**config.mk**
```make
export PLATFORM = sky130hd
export DESIGN_NAME = boot_copier
export DESIGN_NICKNAME = d
export VERILOG_FILES = /design/src/rtl/boot_copier_pkg.sv /design/src/rtl/boot_copier.sv
export SDC_FILE = /design/constraint.sdc
export NUM_CORES = 1
export LEC_CHECK = 0
export BUFFER_PORTS_ARGS = -buffer_cell sky130_fd_sc_hd__buf_2
export CORE_MARGIN = 1
export CORE_UTILIZATION = 61
export CTS_CLUSTER_SIZE = 10
export DETAILED_ROUTE_END_ITERATION = 16
export GPL_TIMING_DRIVEN = 0
export PLACE_DENSITY = 0.95
export SYNTH_ARGS = -nofsm -noshare
export SYNTH_HDL_FRONTEND = slang
export SYNTH_SLANG_ARGS = --single-unit
```
**constraint.sdc**
```tcl
create_clock -name clk_i -period 4.4 [get_ports clk_i]
set_input_delay 1.32 -clock clk_i [delete_from_list [all_inputs] [get_ports clk_i]]
set_output_delay 1.32 -clock clk_i [all_outputs]
set_load 0.05 [all_outputs]
```
**src/rtl/boot_copier_pkg.sv**
```systemverilog
// Shared definitions for the boot copier: copy FSM state encoding,
// SoC memory map bases for the boot ROM and main RAM, and the
// byte-select pattern used for full-word writes.
package boot_copier_pkg;

   typedef enum logic [2:0] {
      IDLE = 3'd0,
      RD   = 3'd1,
      GAP  = 3'd2,
      WR   = 3'd3,
      NXT  = 3'd4,
      DONE = 3'd5
   } copyState_t;

   localparam logic [31:0] ROM_BASE = 32'hFFFC0000;
   localparam logic [31:0] RAM_BASE = 32'h00000000;
   localparam logic [3:0]  SEL_ALL  = 4'hF;

endpackage

```
**src/rtl/boot_copier.sv**
```systemverilog
// Boot copier: Wishbone master that copies WORDS 32-bit words from the
// boot ROM into RAM after reset (or on start_i), holding the CPU in
// reset until the copy has finished.
// Optional feature macro: BOOT_COPIER_TIMEOUT_EN adds an ack timeout
// that aborts the copy with err_o set and the CPU still held.
module boot_copier
   import boot_copier_pkg::*;
#(
   parameter logic [31:0] SRC_BASE   = ROM_BASE,
   parameter int unsigned SRC_STEP   = 2,
   parameter logic [31:0] DST_BASE   = RAM_BASE,
   parameter int unsigned DST_STEP   = 4,
   parameter int unsigned WORDS      = 1024,
   parameter int unsigned AUTO_START = 1,
   parameter int unsigned TO_CYCLES  = 255
) (
   input  logic        clk_i,
   input  logic        rst_i,
   input  logic        start_i,
   output logic        cyc_o,
   output logic        stb_o,
   output logic        we_o,
   output logic [3:0]  sel_o,
   output logic [31:0] adr_o,
   output logic [31:0] dat_o,
   input  logic        ack_i,
   input  logic [31:0] dat_i,
   output logic        busy_o,
   output logic        done_o,
   output logic        err_o,
   output logic        cpu_rst_o,
   output logic [15:0] count_o
);

   localparam logic [15:0] WORDS_CNT = 16'(WORDS);

   copyState_t  r_state,   w_nextState;
   logic [31:0] r_src,     w_nextSrc;
   logic [31:0] r_dst,     w_nextDst;
   logic [31:0] r_buf,     w_nextBuf;
   logic [15:0] r_count,   w_nextCount;
   logic        r_cyc,     w_nextCyc;
   logic        r_stb,     w_nextStb;
   logic        r_we,      w_nextWe;
   logic [3:0]  r_sel,     w_nextSel;
   logic [31:0] r_adr,     w_nextAdr;
   logic [31:0] r_dat,     w_nextDat;
   logic        r_busy,    w_nextBusy;
   logic        r_done,    w_nextDone;
   logic        r_err,     w_nextErr;
   logic        r_cpuRst,  w_nextCpuRst;
   logic        r_autoPend, w_nextAutoPend;

`ifdef BOOT_COPIER_TIMEOUT_EN
   localparam logic [15:0] TO_LAST = 16'(TO_CYCLES - 1);
   logic [15:0] r_waitCnt, w_nextWait;
`endif

   // Next-state and next-output logic; every bus output is registered so
   // the strobe drops on the same edge that accepts the ack.
   always_comb begin
      w_nextState    = r_state;
      w_nextSrc      = r_src;
      w_nextDst      = r_dst;
      w_nextBuf      = r_buf;
      w_nextCount    = r_count;
      w_nextCyc      = r_cyc;
      w_nextStb      = r_stb;
      w_nextWe       = r_we;
      w_nextSel      = r_sel;
      w_nextAdr      = r_adr;
      w_nextDat      = r_dat;
      w_nextBusy     = r_busy;
      w_nextDone     = r_done;
      w_nextErr      = r_err;
      w_nextCpuRst   = r_cpuRst;
      w_nextAutoPend = r_autoPend;
`ifdef BOOT_COPIER_TIMEOUT_EN
      w_nextWait     = r_waitCnt;
`endif

      case (r_state)
         IDLE, DONE: begin
            w_nextState = IDLE;
            if (start_i || r_autoPend) begin
               w_nextAutoPend = 1'b0;
               w_nextSrc      = SRC_BASE;
               w_nextDst      = DST_BASE;
               w_nextCount    = 16'd0;
               w_nextDone     = 1'b0;
               w_nextErr      = 1'b0;
               w_nextCpuRst   = 1'b1;
               if (WORDS == 0) begin
                  w_nextState  = DONE;
                  w_nextDone   = 1'b1;
                  w_nextCpuRst = 1'b0;
                  w_nextBusy   = 1'b0;
               end else begin
                  w_nextState = RD;
                  w_nextBusy  = 1'b1;
                  w_nextCyc   = 1'b1;
                  w_nextStb   = 1'b1;
                  w_nextWe    = 1'b0;
                  w_nextSel   = 4'h0;
                  w_nextAdr   = SRC_BASE;
`ifdef BOOT_COPIER_TIMEOUT_EN
                  w_nextWait  = 16'd0;
`endif
               end
            end
         end

         RD: begin
            if (ack_i) begin
               w_nextBuf   = dat_i;
               w_nextCyc   = 1'b0;
               w_nextStb   = 1'b0;
               w_nextState = GAP;
            end
`ifdef BOOT_COPIER_TIMEOUT_EN
            else if (r_waitCnt == TO_LAST) begin
               w_nextCyc   = 1'b0;
               w_nextStb   = 1'b0;
               w_nextErr   = 1'b1;
               w_nextBusy  = 1'b0;
               w_nextState = DONE;
            end else begin
               w_nextWait = r_waitCnt + 16'd1;
            end
`endif
         end

         GAP: begin
            w_nextState = WR;
            w_nextCyc   = 1'b1;
            w_nextStb   = 1'b1;
            w_nextWe    = 1'b1;
            w_nextSel   = SEL_ALL;
            w_nextAdr   = r_dst;
            w_nextDat   = r_buf;
`ifdef BOOT_COPIER_TIMEOUT_EN
            w_nextWait  = 16'd0;
`endif
         end

         WR: begin
            if (ack_i) begin
               w_nextCyc   = 1'b0;
               w_nextStb   = 1'b0;
               w_nextWe    = 1'b0;
               w_nextSel   = 4'h0;
               w_nextCount = r_count + 16'd1;
               w_nextSrc   = r_src + 32'(SRC_STEP);
               w_nextDst   = r_dst + 32'(DST_STEP);
               w_nextState = NXT;
            end
`ifdef BOOT_COPIER_TIMEOUT_EN
            else if (r_waitCnt == TO_LAST) begin
               w_nextCyc   = 1'b0;
               w_nextStb   = 1'b0;
               w_nextWe    = 1'b0;
               w_nextSel   = 4'h0;
               w_nextErr   = 1'b1;
               w_nextBusy  = 1'b0;
               w_nextState = DONE;
            end else begin
               w_nextWait = r_waitCnt + 16'd1;
            end
`endif
         end

         NXT: begin
            if (r_count == WORDS_CNT) begin
               w_nextState  = DONE;
               w_nextDone   = 1'b1;
               w_nextCpuRst = 1'b0;
               w_nextBusy   = 1'b0;
            end else begin
               w_nextState = RD;
               w_nextCyc   = 1'b1;
               w_nextStb   = 1'b1;
               w_nextAdr   = r_src;
`ifdef BOOT_COPIER_TIMEOUT_EN
               w_nextWait  = 16'd0;
`endif
            end
         end

         default: begin
            w_nextState = IDLE;
         end
      endcase
   end

   // State and output registers; reset releases the bus immediately and
   // re-arms the automatic start.
   always_ff @(posedge clk_i or negedge rst_i) begin
      if (!rst_i) begin
         r_state    <= IDLE;
         r_src      <= 32'h0;
         r_dst      <= 32'h0;
         r_buf      <= 32'h0;
         r_count    <= 16'h0;
         r_cyc      <= 1'b0;
         r_stb      <= 1'b0;
         r_we       <= 1'b0;
         r_sel      <= 4'h0;
         r_adr      <= 32'h0;
         r_dat      <= 32'h0;
         r_busy     <= 1'b0;
         r_done     <= 1'b0;
         r_err      <= 1'b0;
         r_cpuRst   <= 1'b1;
         r_autoPend <= (AUTO_START != 0);
`ifdef BOOT_COPIER_TIMEOUT_EN
         r_waitCnt  <= 16'h0;
`endif
      end else begin
         r_state    <= w_nextState;
         r_src      <= w_nextSrc;
         r_dst      <= w_nextDst;
         r_buf      <= w_nextBuf;
         r_count    <= w_nextCount;
         r_cyc      <= w_nextCyc;
         r_stb      <= w_nextStb;
         r_we       <= w_nextWe;
         r_sel      <= w_nextSel;
         r_adr      <= w_nextAdr;
         r_dat      <= w_nextDat;
         r_busy     <= w_nextBusy;
         r_done     <= w_nextDone;
         r_err      <= w_nextErr;
         r_cpuRst   <= w_nextCpuRst;
         r_autoPend <= w_nextAutoPend;
`ifdef BOOT_COPIER_TIMEOUT_EN
         r_waitCnt  <= w_nextWait;
`endif
      end
   end

   assign cyc_o     = r_cyc;
   assign stb_o     = r_stb;
   assign we_o      = r_we;
   assign sel_o     = r_sel;
   assign adr_o     = r_adr;
   assign dat_o     = r_dat;
   assign busy_o    = r_busy;
   assign done_o    = r_done;
   assign err_o     = r_err;
   assign cpu_rst_o = r_cpuRst;
   assign count_o   = r_count;

endmodule

```
== Yosys cells after proc, flatten, opt, wreduce, memory -nomap -nowiden ==
Index checks and enable logic that the tools add are counted.

* Register bits after elaboration: 189
* Bits of input ports: 36
* Output and inout port bits: 91
* Logic and storage cells: 75

* Add/sub/neg operators: 3
* Equal/unequal tests: 12
* Muxes and demuxes: 29
* Reductions and logical operators: 17

{| class="wikitable"
|+ Operators by type and width
! kind !! count
|-
| 2-to-1 mux 32 bit || 5
|-
| case mux 32 bit (2 select lines) || 2
|-
| case mux 32 bit (3 select lines) || 1
|-
| adder 32 x 2 -> 32 bit (second input constant) || 1
|-
| adder 32 x 3 -> 32 bit (second input constant) || 1
|-
| 2-to-1 mux 16 bit || 2
|-
| case mux 16 bit (2 select lines) || 1
|-
| adder 16 x 1 -> 16 bit (second input constant) || 1
|-
| == test 16 x 11 -> 1 bit (second input constant) || 1
|-
| case mux 3 bit (5 select lines) || 1
|-
| case mux 4 bit (3 select lines) || 1
|-
| AND reduction 3 bit || 4
|-
| inequality test 2 bit (second input constant) || 5
|-
| 2-to-1 mux 3 bit || 3
|-
| 2-to-1 mux 4 bit || 2
|-
| 2-to-1 mux 1 bit || 7
|-
| == test 3 x 2 -> 1 bit (second input constant) || 2
|-
| == test 3 bit (second input constant) || 2
|-
| AND reduction 2 bit || 3
|-
| nonzero test 3 bit || 2
|-
| case mux 1 bit (2 select lines) || 2
|-
| case mux 1 bit (4 select lines) || 1
|-
| AND reduction 4 bit || 1
|-
| nonzero test 2 bit || 2
|-
| 7 further kinds || 8
|}

== Longest topological paths before layout ==
Gate-level depths: netlist (run 1).

* Word-level depth: 4
* Mapped depth: 8
* Depth with buffers taken out: 7

== Worst setup path before layout (run 1) ==
No wires, ideal clock.

* Path kind: input to register
* From: input port start_i
* To: register r_src[18]
* Data arrival time: 2.458 ns
* Required time: 4.272 ns
* Path slack: 1.814 ns
* Cell stages on the path: 7
* Buffers on the path: 2
* Cell sequence: nor2_1 > o31a_1 > buf_2 > buf_6 > nor4_1 > xnor2_1 > nand2_1

* Cells in the longest elaborated chain, start to end: 3

{| class="wikitable"
|+ RTL lines
! element !! line !! text
|-
| start, declared || boot_copier.sv:19 || <nowiki>input logic start_i,</nowiki>
|-
| logical OR 1 bit || boot_copier.sv:85 || <nowiki>if (start_i || r_autoPend) begin</nowiki>
|-
| inequality test 2 bit (no source line) || - ||
|-
| AND reduction 3 bit (no source line) || - ||
|-
| end signal, assigned || boot_copier.sv:220 || <nowiki>r_src <= w_nextSrc;</nowiki>
|-
| end, declared || boot_copier.sv:38 || <nowiki>logic [31:0] r_src, w_nextSrc;</nowiki>
|}

No other way between the ends.
A chain may end at the register's enable or synchronous reset.

== Worst setup path after layout (run 1) ==
* From: register r_count[0], in the netlist count_o[0]
* To: register r_adr[28], in the netlist adr_o[28]

* Cells in the longest elaborated chain, start to end: 3

{| class="wikitable"
|+ RTL lines
! element !! line !! text
|-
| start, declared || boot_copier.sv:41 || <nowiki>logic [15:0] r_count, w_nextCount;</nowiki>
|-
| start signal, assigned || boot_copier.sv:223 || <nowiki>r_count <= w_nextCount;</nowiki>
|-
| == test 16 x 11 -> 1 bit || boot_copier.sv:173 || <nowiki>if (r_count == WORDS_CNT) begin</nowiki>
|-
| inequality test 2 bit (no source line) || - ||
|-
| AND reduction 3 bit (no source line) || - ||
|-
| end signal, assigned || boot_copier.sv:228 || <nowiki>r_adr <= w_nextAdr;</nowiki>
|-
| end, declared || boot_copier.sv:46 || <nowiki>logic [31:0] r_adr, w_nextAdr;</nowiki>
|}

No other way between the ends.

==> results.sh, run 1 <==
export IMPL_synthToLayoutAreaGrowth_pct=16.8
export IMPL_cts_sinks=182
export IMPL_finalCritPeriodShare_pct=71.5
export IMPL_ys_ff_latch=182
export IMPL_synth_nets=805
export IMPL_synth_commonest_cells="dfrtp_1 (180), nand2_1 (78), nor2_1 (77)"
export IMPL_grt_use_total_pct=31.0
export IMPL_hold_class="reg2reg"
export IMPL_synth_avg_cell_area_um2=11.0
export IMPL_cts_path_max_buffers=2
export IMPL_ys_types=56
export IMPL_grt_ovfl_total=0
export IMPL_diodes=0
export IMPL_syn_area_um2=8420
export IMPL_drive_above_1_share_pct=29.1
export IMPL_numCtsBuffers=17
export IMPL_cts_tree="built"
export IMPL_path_max_fanout=10
export IMPL_slew_viol_final=0
export IMPL_fin_nets=950
export IMPL_instances_no_fill=1099
export IMPL_ios=127
export IMPL_die_h_um=120
export IMPL_end_kind="register"
export IMPL_postPlaceCellArea_um2=9310
export IMPL_holdPathStages=2
export IMPL_gp_congestion=0.912
export IMPL_slew_headroom_pct=34.2
export IMPL_clk_insertion_delay_late_ps=440
export IMPL_drv_cap=0
export IMPL_dpl_hpwl_mm=14.5
export IMPL_htree_levels=4
export IMPL_grt_pass1_wl_mm=34.0
export IMPL_rsz0062_at_grt="false"
export IMPL_synth_seq_area_share_pct=54.1
export IMPL_synthCells=765
export IMPL_initial_core_util_pct=63.1
export IMPL_antenna_left=0
export IMPL_postCtsSetupBuffers=0
export IMPL_power_density_nw_per_um2=683
export IMPL_viasPerCell=6.13
export IMPL_yosysTopAreaCell="dfrtp_1"
export IMPL_postLayoutSetupSlackWorst_ps=1260
export IMPL_critical_path_arrival_ps=3490
export IMPL_fin_skew_ps=8.82
export IMPL_path_clk_slew_ps=60
export IMPL_dieArea_um2=14300
export IMPL_worstRegToRegCells=8
export IMPL_yosys_top_cells_area="dfrtp_1 (53%), mux2_2 (8.6%), xnor2_1 (4.6%)"
export IMPL_wl_per_cell_um=18.7
export IMPL_cts_root_buf="clkbuf_16"
export IMPL_finalCriticalPeriod_ps=3140
export IMPL_synth_edf_count=0
export IMPL_ir_drop_mv=0.456
export IMPL_grt_max_degree=104
export IMPL_fill_cells=875
export IMPL_p_total_mw=6.72
export IMPL_final_cell_area_um2=9840
export IMPL_tns_ps=0
export IMPL_drtPass1Iterations=7
export IMPL_finalHoldViolCount=0
export IMPL_ys_warn_count=0
export IMPL_crit_type="reg2reg"
export IMPL_post_cts_resized=0
export IMPL_dp_cells=1067
export IMPL_drt_iter0_drc=611
export IMPL_worstMarginPinSlew_ps=980
export IMPL_core_area_um2=13300
export IMPL_startpoint_type="register"
export IMPL_vias=6735
export IMPL_io_buffer_count=125
export IMPL_rows=42
export IMPL_drc=0
export IMPL_post_place_ws_ps=1320
export IMPL_status="finished, final reports clean"
export IMPL_cts_hold_buf=0
export IMPL_leakage_nw=4.32
export IMPL_antenna_found_initial=0
export IMPL_synth_top_area_share_pct=53.5
export IMPL_worstPathRequired_ps=4750
export IMPL_die_w_um=120
export IMPL_clock_fmax_mhz=318
export IMPL_yosysMostFrequentCell="dfrtp_1"
export IMPL_grt_pass1_vias=6718
export IMPL_async_flop_share_pct=100
export IMPL_wl_mm=20.6
export IMPL_setup_viol=0
export IMPL_synth_top_flop_cell="dfrtp_1"
-- area by class of cell --
type                       instances  area (um2)  area share [%]
sequential                       182        4560            46.3
inverter                           8        30.0           0.305
tap                              176         220            2.24
multi-input combinational        524        3570            36.3
buffer                            51         263            2.67
clock inverter                    13        96.3           0.979
timing repair buffer             126         663            6.74
clock buffer                      19         433            4.40
-- metrics by stage --
stage          hold WS [ps]  utilization, %
2_1_floorplan           475               -
3_3_place_gp            457            69.5
3_5_place_dp            468            69.7
4_1_cts                 482            73.7
5_1_grt                 500            73.7
6_report                476            73.7
-- sequential cells by signal, summed over array words and instances, names as in the netlist --
| name | count |
|---|---|
| count_o | 16 |
| r_dst | 30 |
| adr_o | 32 |
| r_buf | 32 |
| r_state | 3 |
| busy_o | 1 |
| cpu_rst_o | 1 |
| sel_o | 1 |
| r_autoPend | 1 |
| done_o | 1 |
| r_src | 31 |
| stb_o | 1 |
| dat_o | 32 |
-- power breakdown --
| group | switching (mW) | internal (mW) | total, mW |
|---|---|---|---|
| combinational | 2.05 | 0.863 | 2.91 |
| sequential | 0.284 | 2.14 | 2.42 |
| clock | 0.656 | 0.729 | 1.38 |
| total | 2.99 | 3.73 | 6.72 |
-- critical path, cell delays in order (launching register included) --
cell	delay (ps)
dfrtp_1	440
inv_1	120
ha_1	160
nor4b_1	240
nand4_1	400
o21ai_1	880
clkbuf_1	590
nand2_1	140
o21ai_0	110
-- metal layers --
layer  part of all wire (%)  vias to the layer above  global-route usage [%]  wire length (um)
met5                      0                        -                       0                 0
met4                    4.0                        0                    17.3               818
met3                    8.6                       66                    6.70              1780
met2                     48                      377                    49.0              9960
met1                     39                     3301                    40.0              8010
li1                       -                     2991                       -                 -
-- placed cells by master (no fill, tap or decap), types with 3 or more instances in the layout --
| cell | instances |
|---|---|
| a22oi_1 | 16 |
| nor4_1 | 14 |
| nor4b_2 | 6 |
| clkbuf_16 | 17 |
| and3_1 | 11 |
| and4_1 | 6 |
| ha_1 | 4 |
| nand2_1 | 78 |
| nor3_1 | 14 |
| a22o_1 | 16 |
| buf_6 | 5 |
| clkinv_2 | 4 |
| or2_2 | 5 |
| dfrtp_1 | 180 |
| nand3_1 | 25 |
| o21ai_0 | 43 |
| nor3_2 | 3 |
| xnor2_1 | 44 |
| or3_1 | 6 |
| buf_4 | 7 |
| nor2_1 | 77 |
| clkbuf_1 | 34 |
| nor4_2 | 10 |
| inv_1 | 8 |
| mux2_2 | 64 |
| buf_2 | 129 |
| a21oi_1 | 6 |
| xor2_1 | 22 |
| nand4_1 | 23 |
| inv_6 | 6 |
| nor4b_1 | 3 |
-- final timing paths --
check	from	to	slack (ps)
worst max-delay path	count_o[0]	adr_o[28]	1260
worst min-delay path	adr_o[3]	adr_o[3]	480
worst max register to register	count_o[0]	adr_o[28]	1260
worst min register to register	adr_o[3]	adr_o[3]	480
max in group asynchronous	rst_i	cpu_rst_o	2660
min in group asynchronous	rst_i	adr_o[18]	840
-- cell families after synthesis --
kind of cell	share of synthesized area (%)
AOI/OAI and AO/OA	7.08
muxes	8.67
DFF	54.1
buffers and inverters	3.48
other	0.0445
xor gates and xnor gates	7.05
and+or+nand+nor	19.0
adders and majority gates	0.594
Note: power is estimated with default switching activity, not from simulation.
==> inputs of run 2 (changes only) <==
--- a/config.mk
+++ b/config.mk
@@ -7,11 +7,11 @@
 export LEC_CHECK = 0
 export BUFFER_PORTS_ARGS = -buffer_cell sky130_fd_sc_hd__buf_2
 export CORE_MARGIN = 1
-export CORE_UTILIZATION = 61
+export CORE_UTILIZATION = 52
 export CTS_CLUSTER_SIZE = 10
 export DETAILED_ROUTE_END_ITERATION = 16
 export GPL_TIMING_DRIVEN = 0
-export PLACE_DENSITY = 0.95
+export PLACE_DENSITY = 0.87
 export SYNTH_ARGS = -nofsm -noshare
 export SYNTH_HDL_FRONTEND = slang
 export SYNTH_SLANG_ARGS = --single-unit
==> constraint.sdc (replaced) <==
create_clock -name clk_i -period 2.8 [get_ports clk_i]
set_input_delay 0.84 -clock clk_i [delete_from_list [all_inputs] [get_ports clk_i]]
set_output_delay 0.84 -clock clk_i [all_outputs]
set_load 0.05 [all_outputs]
==> run 2 against run 1 <==
- sequential cell count stayed put
- die area is 17% higher
- setup slack worse by 970 ps
- via count is 3.1% lower
- hold slack worse by 73 ps
- non-clock buffer count is 1 higher
==> results.sh, run 2 (synthesis results as in run 1) <==
export IMPL_status="finished, final reports clean"
export IMPL_io_buffer_count=125
export IMPL_drc=0
export IMPL_startpoint_type="register"
export IMPL_r2r_start="count_o[0]"
export IMPL_finalCriticalPeriod_ps=2520
export IMPL_clock_fmax_mhz=397
export IMPL_initial_core_util_pct=53.2
export IMPL_post_place_ws_ps=-260
export IMPL_grt_pass1_wl_mm=33.3
export IMPL_slew_headroom_pct=36.4
export IMPL_cts_tree="built"
export IMPL_wl_per_cell_um=17.8
export IMPL_postLayoutSetupSlackWorst_ps=284
export IMPL_combPwrFrac_pct=42.7
export IMPL_leakage_nw=4.36
export IMPL_grt_max_degree=97
export IMPL_cts_sinks=182
export IMPL_worstPathRequired_ps=3140
export IMPL_path_clk_slew_ps=70
export IMPL_htree_levels=4
export IMPL_path_max_fanout=10
export IMPL_clkPwrFrac_pct=22.2
export IMPL_hold_class="in2async"
export IMPL_regArea_um2=4560
export IMPL_end_kind="register"
export IMPL_layout_commonest_cell="dfrtp_1"
export IMPL_r2r_end="adr_o[11]"
export IMPL_p_switching_mw=4.67
export IMPL_worstRegToRegCells=9
export IMPL_setup_viol=0
export IMPL_grt_use_total_pct=26.0
export IMPL_fin_nets=951
export IMPL_ir_drop_mv=0.695
export IMPL_drive_above_1_share_pct=29.5
export IMPL_rsz0062_at_grt="false"
export IMPL_viasPerCell=5.72
export IMPL_sw_frac_of_total_pct=43.4
export IMPL_gp_congestion=0.929
export IMPL_ff2ff_setup_slack_ps=280
export IMPL_clk_insertion_delay_late_ps=430
export IMPL_fin_skew_ps=8.39
export IMPL_grt_pass1_vias=6467
export IMPL_fill_cells=1238
export IMPL_diodes=0
export IMPL_drv_cap=0
export IMPL_vias=6523
export IMPL_die_h_um=129
export IMPL_dieArea_um2=16700
export IMPL_fin_util_pct=63.1
export IMPL_grt_ovfl_total=0
export IMPL_power_density_nw_per_um2=1080
export IMPL_final_cell_mix="dfrtp_1 (180), buf_2 (129), nand2_1 (78), nor2_1 (77), mux2_2 (64)"
export IMPL_p_seq_share_pct=35.1
export IMPL_wl_mm=20.2
export IMPL_worstMarginPinSlew_ps=949
export IMPL_numCtsBuffers=17
export IMPL_dpl_hpwl_mm=14.2
export IMPL_finalCritPeriodShare_pct=89.9
export IMPL_ios=127
export IMPL_cts_root_buf="clkbuf_16"
export IMPL_drtPass1Iterations=5
export IMPL_drt_iter0_drc=518
export IMPL_crit_type="reg2reg"
export IMPL_multiInputGateArea_um2=3590
export IMPL_internal_power_mw=6.11
export IMPL_cts_path_max_buffers=2
export IMPL_slew_viol_final=0
export IMPL_core_area_um2=15800
export IMPL_antenna_found_initial=0
export IMPL_rows=46
export IMPL_critical_path_arrival_ps=2860
export IMPL_finalHoldViolCount=0
export IMPL_die_w_um=129
export IMPL_synthToLayoutAreaGrowth_pct=18.5
export IMPL_antenna_left=0
run 2: cell types whose count changed in the layout (fill, tap and decap cells not counted), sizes merged:
cell      previous run  this run
inv                 14        11
bufinv               0         2
buf                144       145
clkinvlp             2         3
run 2: layout make-up:
type,count,share of cell area (%)
Clock inverter,13,1.47
Buffer,51,2.65
Sequential cell,182,45.7
Timing Repair Buffer,127,6.85
Multi-Input combinational cell,524,35.9
Inverter,8,0.301
Tap cell,216,2.71
Clock buffer,19,4.44
run 2: power groups by stage:
stage,logic (mW),clock network [mW],registers (mW)
global placement,4.43,0,3.78
CTS,4.57,2.42,3.79
global route,4.90,2.51,3.88
detailed placement,4.54,0,3.83
finish,4.60,2.40,3.78
floorplan,1.98,0,5.19
run 2: worst max path at each step:
| stage | from | endpoint | slack, ps | cells after the start |
|---|---|---|---|---|
| finish | count_o[0] | adr_o[11] | 280 | 9 |
| global route | count_o[0] | adr_o[12] | 100 | 9 |
| CTS | count_o[0] | adr_o[3] | 60 | 8 |
| detailed placement | count_o[0] | adr_o[3] | -260 | 8 |
| global placement | rst_i | adr_o[27] | -1870 | 1 |
| floorplan | count_o[0] | adr_o[10] | 630 | 8 |
run 2: stage by stage:
step	hold slack [ps]	instance area (um2)	instances	total power [mW]	setup TNS [ps]
final	403	9980	1140	10.8	0
after detailed placement	466	9360	1107	8.36	-3230
after CTS	434	9960	1139	10.8	0
after floorplan	475	8420	765	7.17	0
after global placement	457	9320	1106	8.21	-337150
after global routing	454	9980	1140	11.3	0
run 2: critical path, cell delays in order (launching register included):
cell	delay [ps]
dfrtp_1	430
inv_1	110
ha_1	150
nor4b_1	220
nand4_1	490
o21ai_4	330
buf_12	160
clkbuf_1	360
nand2_1	100
o21ai_0	90
run 2: timing repair:
action,in CTS,in global routing
setup buffers,0,1
cloned,0,0
hold buffers,0,0
endpoints found under the hold margin,0,0
setup endpoints to repair,31,11
resized for setup,2,2
pin swaps,0,1
run 2: metal layers:
layer / vias up / GRT usage [%] / part of all wire (%)
met5: - / 0 / 0
met4: 0 / 9.62 / 2.2
met3: 37 / 5.00 / 6.7
met2: 251 / 42.7 / 49
met1: 3254 / 34.3 / 42
li1: 2981 / - / -
==> inputs of run 3 (changes only) <==
--- a/config.mk
+++ b/config.mk
@@ -6,11 +6,11 @@
 export NUM_CORES = 1
 export LEC_CHECK = 0
 export BUFFER_PORTS_ARGS = -buffer_cell sky130_fd_sc_hd__buf_2
-export CORE_MARGIN = 1
 export CORE_UTILIZATION = 52
 export CTS_CLUSTER_SIZE = 10
 export DETAILED_ROUTE_END_ITERATION = 16
 export GPL_TIMING_DRIVEN = 0
+export MAX_ROUTING_LAYER = met4
 export PLACE_DENSITY = 0.87
 export SYNTH_ARGS = -nofsm -noshare
 export SYNTH_HDL_FRONTEND = slang
==> run 3 against run 2 <==
- design area is 0.20% lower
- non-clock buffer count fell by 1
- clock power barely moved
- setup slack worse by 100 ps
- maximum frequency down 3.9%
- critical path depth down 1
- first-iteration DRC count decreased by 13%
- via count hardly changed
- highest routed layer unchanged
- final cell count hardly changed
- clock skew down 3.0 ps
==> results.sh, run 3 (synthesis results as in run 1) <==
export IMPL_status="finished, final reports clean"
export IMPL_core_area_um2=15800
export IMPL_initial_core_util_pct=53.2
export IMPL_clk_insertion_delay_late_ps=420
export IMPL_finalHoldViolCount=0
export IMPL_critPathSlowestCell="o21ai_4"
export IMPL_finalCriticalPeriod_ps=2620
export IMPL_wl_mm=20.0
export IMPL_startpoint_type="register"
export IMPL_grt_pass1_vias=6477
export IMPL_path_max_fanout=10
export IMPL_path_cells="inv_1 -> ha_1 -> nor4b_1 -> nand4_1 -> o21ai_4 -> clkbuf_1 -> nand2_1 -> o21ai_0"
export IMPL_vias=6527
export IMPL_ff2ff_setup_slack_ps=180
export IMPL_whs_ps=409
export IMPL_grt_use_total_pct=26.8
export IMPL_die_w_um=129
export IMPL_slowest_delay_ps=540
export IMPL_rsz0062_at_grt="false"
export IMPL_dieArea_um2=16700
export IMPL_die_h_um=129
export IMPL_layout_commonest_cell="dfrtp_1"
export IMPL_postLayoutSetupSlackWorst_ps=181
export IMPL_cp_buffers_inverters=2
export IMPL_diodes=0
export IMPL_grt_max_degree=97
export IMPL_numCtsBuffers=17
export IMPL_hold_class="in2async"
export IMPL_gp_congestion=0.945
export IMPL_worstRegToRegCells=8
export IMPL_cts_root_buf="clkbuf_16"
export IMPL_clock_fmax_mhz=382
export IMPL_htree_levels=4
export IMPL_path_clk_slew_ps=70
export IMPL_post_place_ws_ps=-260
export IMPL_finalCritPeriodShare_pct=93.5
export IMPL_worstPathRequired_ps=3140
export IMPL_cts_sinks=182
export IMPL_antenna_found_initial=0
export IMPL_grt_ovfl_total=0
export IMPL_fin_nets=950
export IMPL_leakage_nw=4.35
export IMPL_synthToLayoutAreaGrowth_pct=18.2
export IMPL_worstMarginPinSlew_ps=944
export IMPL_cp_depth=8
export IMPL_drtPass1Iterations=5
export IMPL_fin_util_pct=62.9
export IMPL_instances_no_fill=1139
export IMPL_drive_above_1_share_pct=29.5
export IMPL_wl_per_cell_um=17.6
export IMPL_drc=0
export IMPL_final_cell_mix="dfrtp_1 (180), buf_2 (129), nand2_1 (78), nor2_1 (77), mux2_2 (64)"
export IMPL_viasPerCell=5.73
export IMPL_cts_path_max_buffers=2
export IMPL_dp_cells=1107
export IMPL_io_buffer_count=125
export IMPL_power_density_nw_per_um2=1080
export IMPL_end_kind="register"
export IMPL_dpl_hpwl_mm=14.2
export IMPL_fin_skew_ps=5.43
export IMPL_worst_path_dominant_cell_family="simple AND/OR/NAND/NOR gates"
export IMPL_antenna_left=0
export IMPL_ios=127
export IMPL_critical_path_arrival_ps=2960
export IMPL_drv_cap=0
export IMPL_rows=46
export IMPL_slew_headroom_pct=36.7
export IMPL_setup_viol=0
export IMPL_slew_viol_final=0
export IMPL_drt_iter0_drc=451
export IMPL_cts_tree="built"
export IMPL_ir_drop_mv=0.694
export IMPL_crit_type="reg2reg"
export IMPL_grt_pass1_wl_mm=33.3
run 3: final cells by class:
class                   instances  area [um2]
plain buffers                  51         264
clock buffers                  19         443
clock inverters                13         146
fillers                      1246        5870
inverters                       8        30.0
multi-input cells             524        3590
flip-flops and latches        182        4560
well taps                     216         270
repair buffers                126         663
run 3: worst paths after layout:
| check | start | end |
|---|---|---|
| setup / recovery | count_o[1] | adr_o[11] |
| hold / removal | rst_i | dat_o[16] |
| setup reg to reg | count_o[1] | adr_o[11] |
| hold reg to reg | adr_o[2] | adr_o[2] |
| max in group asynchronous | rst_i | adr_o[17] |
| min in group clk_i | adr_o[2] | adr_o[2] |
run 3: per-stage QoR:
| stage | instance area [um2] | setup TNS (ps) | total power, mW |
|---|---|---|---|
| detailed placement | 9360 | -3230 | 8.36 |
| finish | 9960 | 0 | 10.7 |
| global placement | 9320 | -337150 | 8.21 |
| floorplan | 8420 | 0 | 7.17 |
| global route | 9960 | 0 | 11.2 |
| CTS | 9960 | 0 | 10.8 |
run 3: what timing repair did:
item                                    4_1_cts  5_1_grt
buffers inserted                              0        0
hold buffers                                  0        0
cloned                                        0        0
gates resized for setup                       2        2
endpoints found under the setup margin       31       10
run 3: per-layer routing:
| layer | global-route usage, % | share of wire (%) | vias to the layer above |
|---|---|---|---|
| li1 | - | - | 2982 |
| met3 | 4.83 | 7.0 | 36 |
| met2 | 42.6 | 49 | 292 |
| met5 | - | 0 | - |
| met4 | 9.76 | 2.4 | 0 |
| met1 | 34.4 | 42 | 3217 |
run 3: report_power, final:
| group | leakage (nW) | switching, mW | total [mW] | internal [mW] |
|---|---|---|---|---|
| sequential | 2.27 | 0.419 | 3.78 | 3.36 |
| clock | 0.283 | 1.04 | 2.39 | 1.35 |
| combinational | 1.80 | 3.19 | 4.55 | 1.36 |
| total | 4.35 | 4.65 | 10.7 | 6.07 |
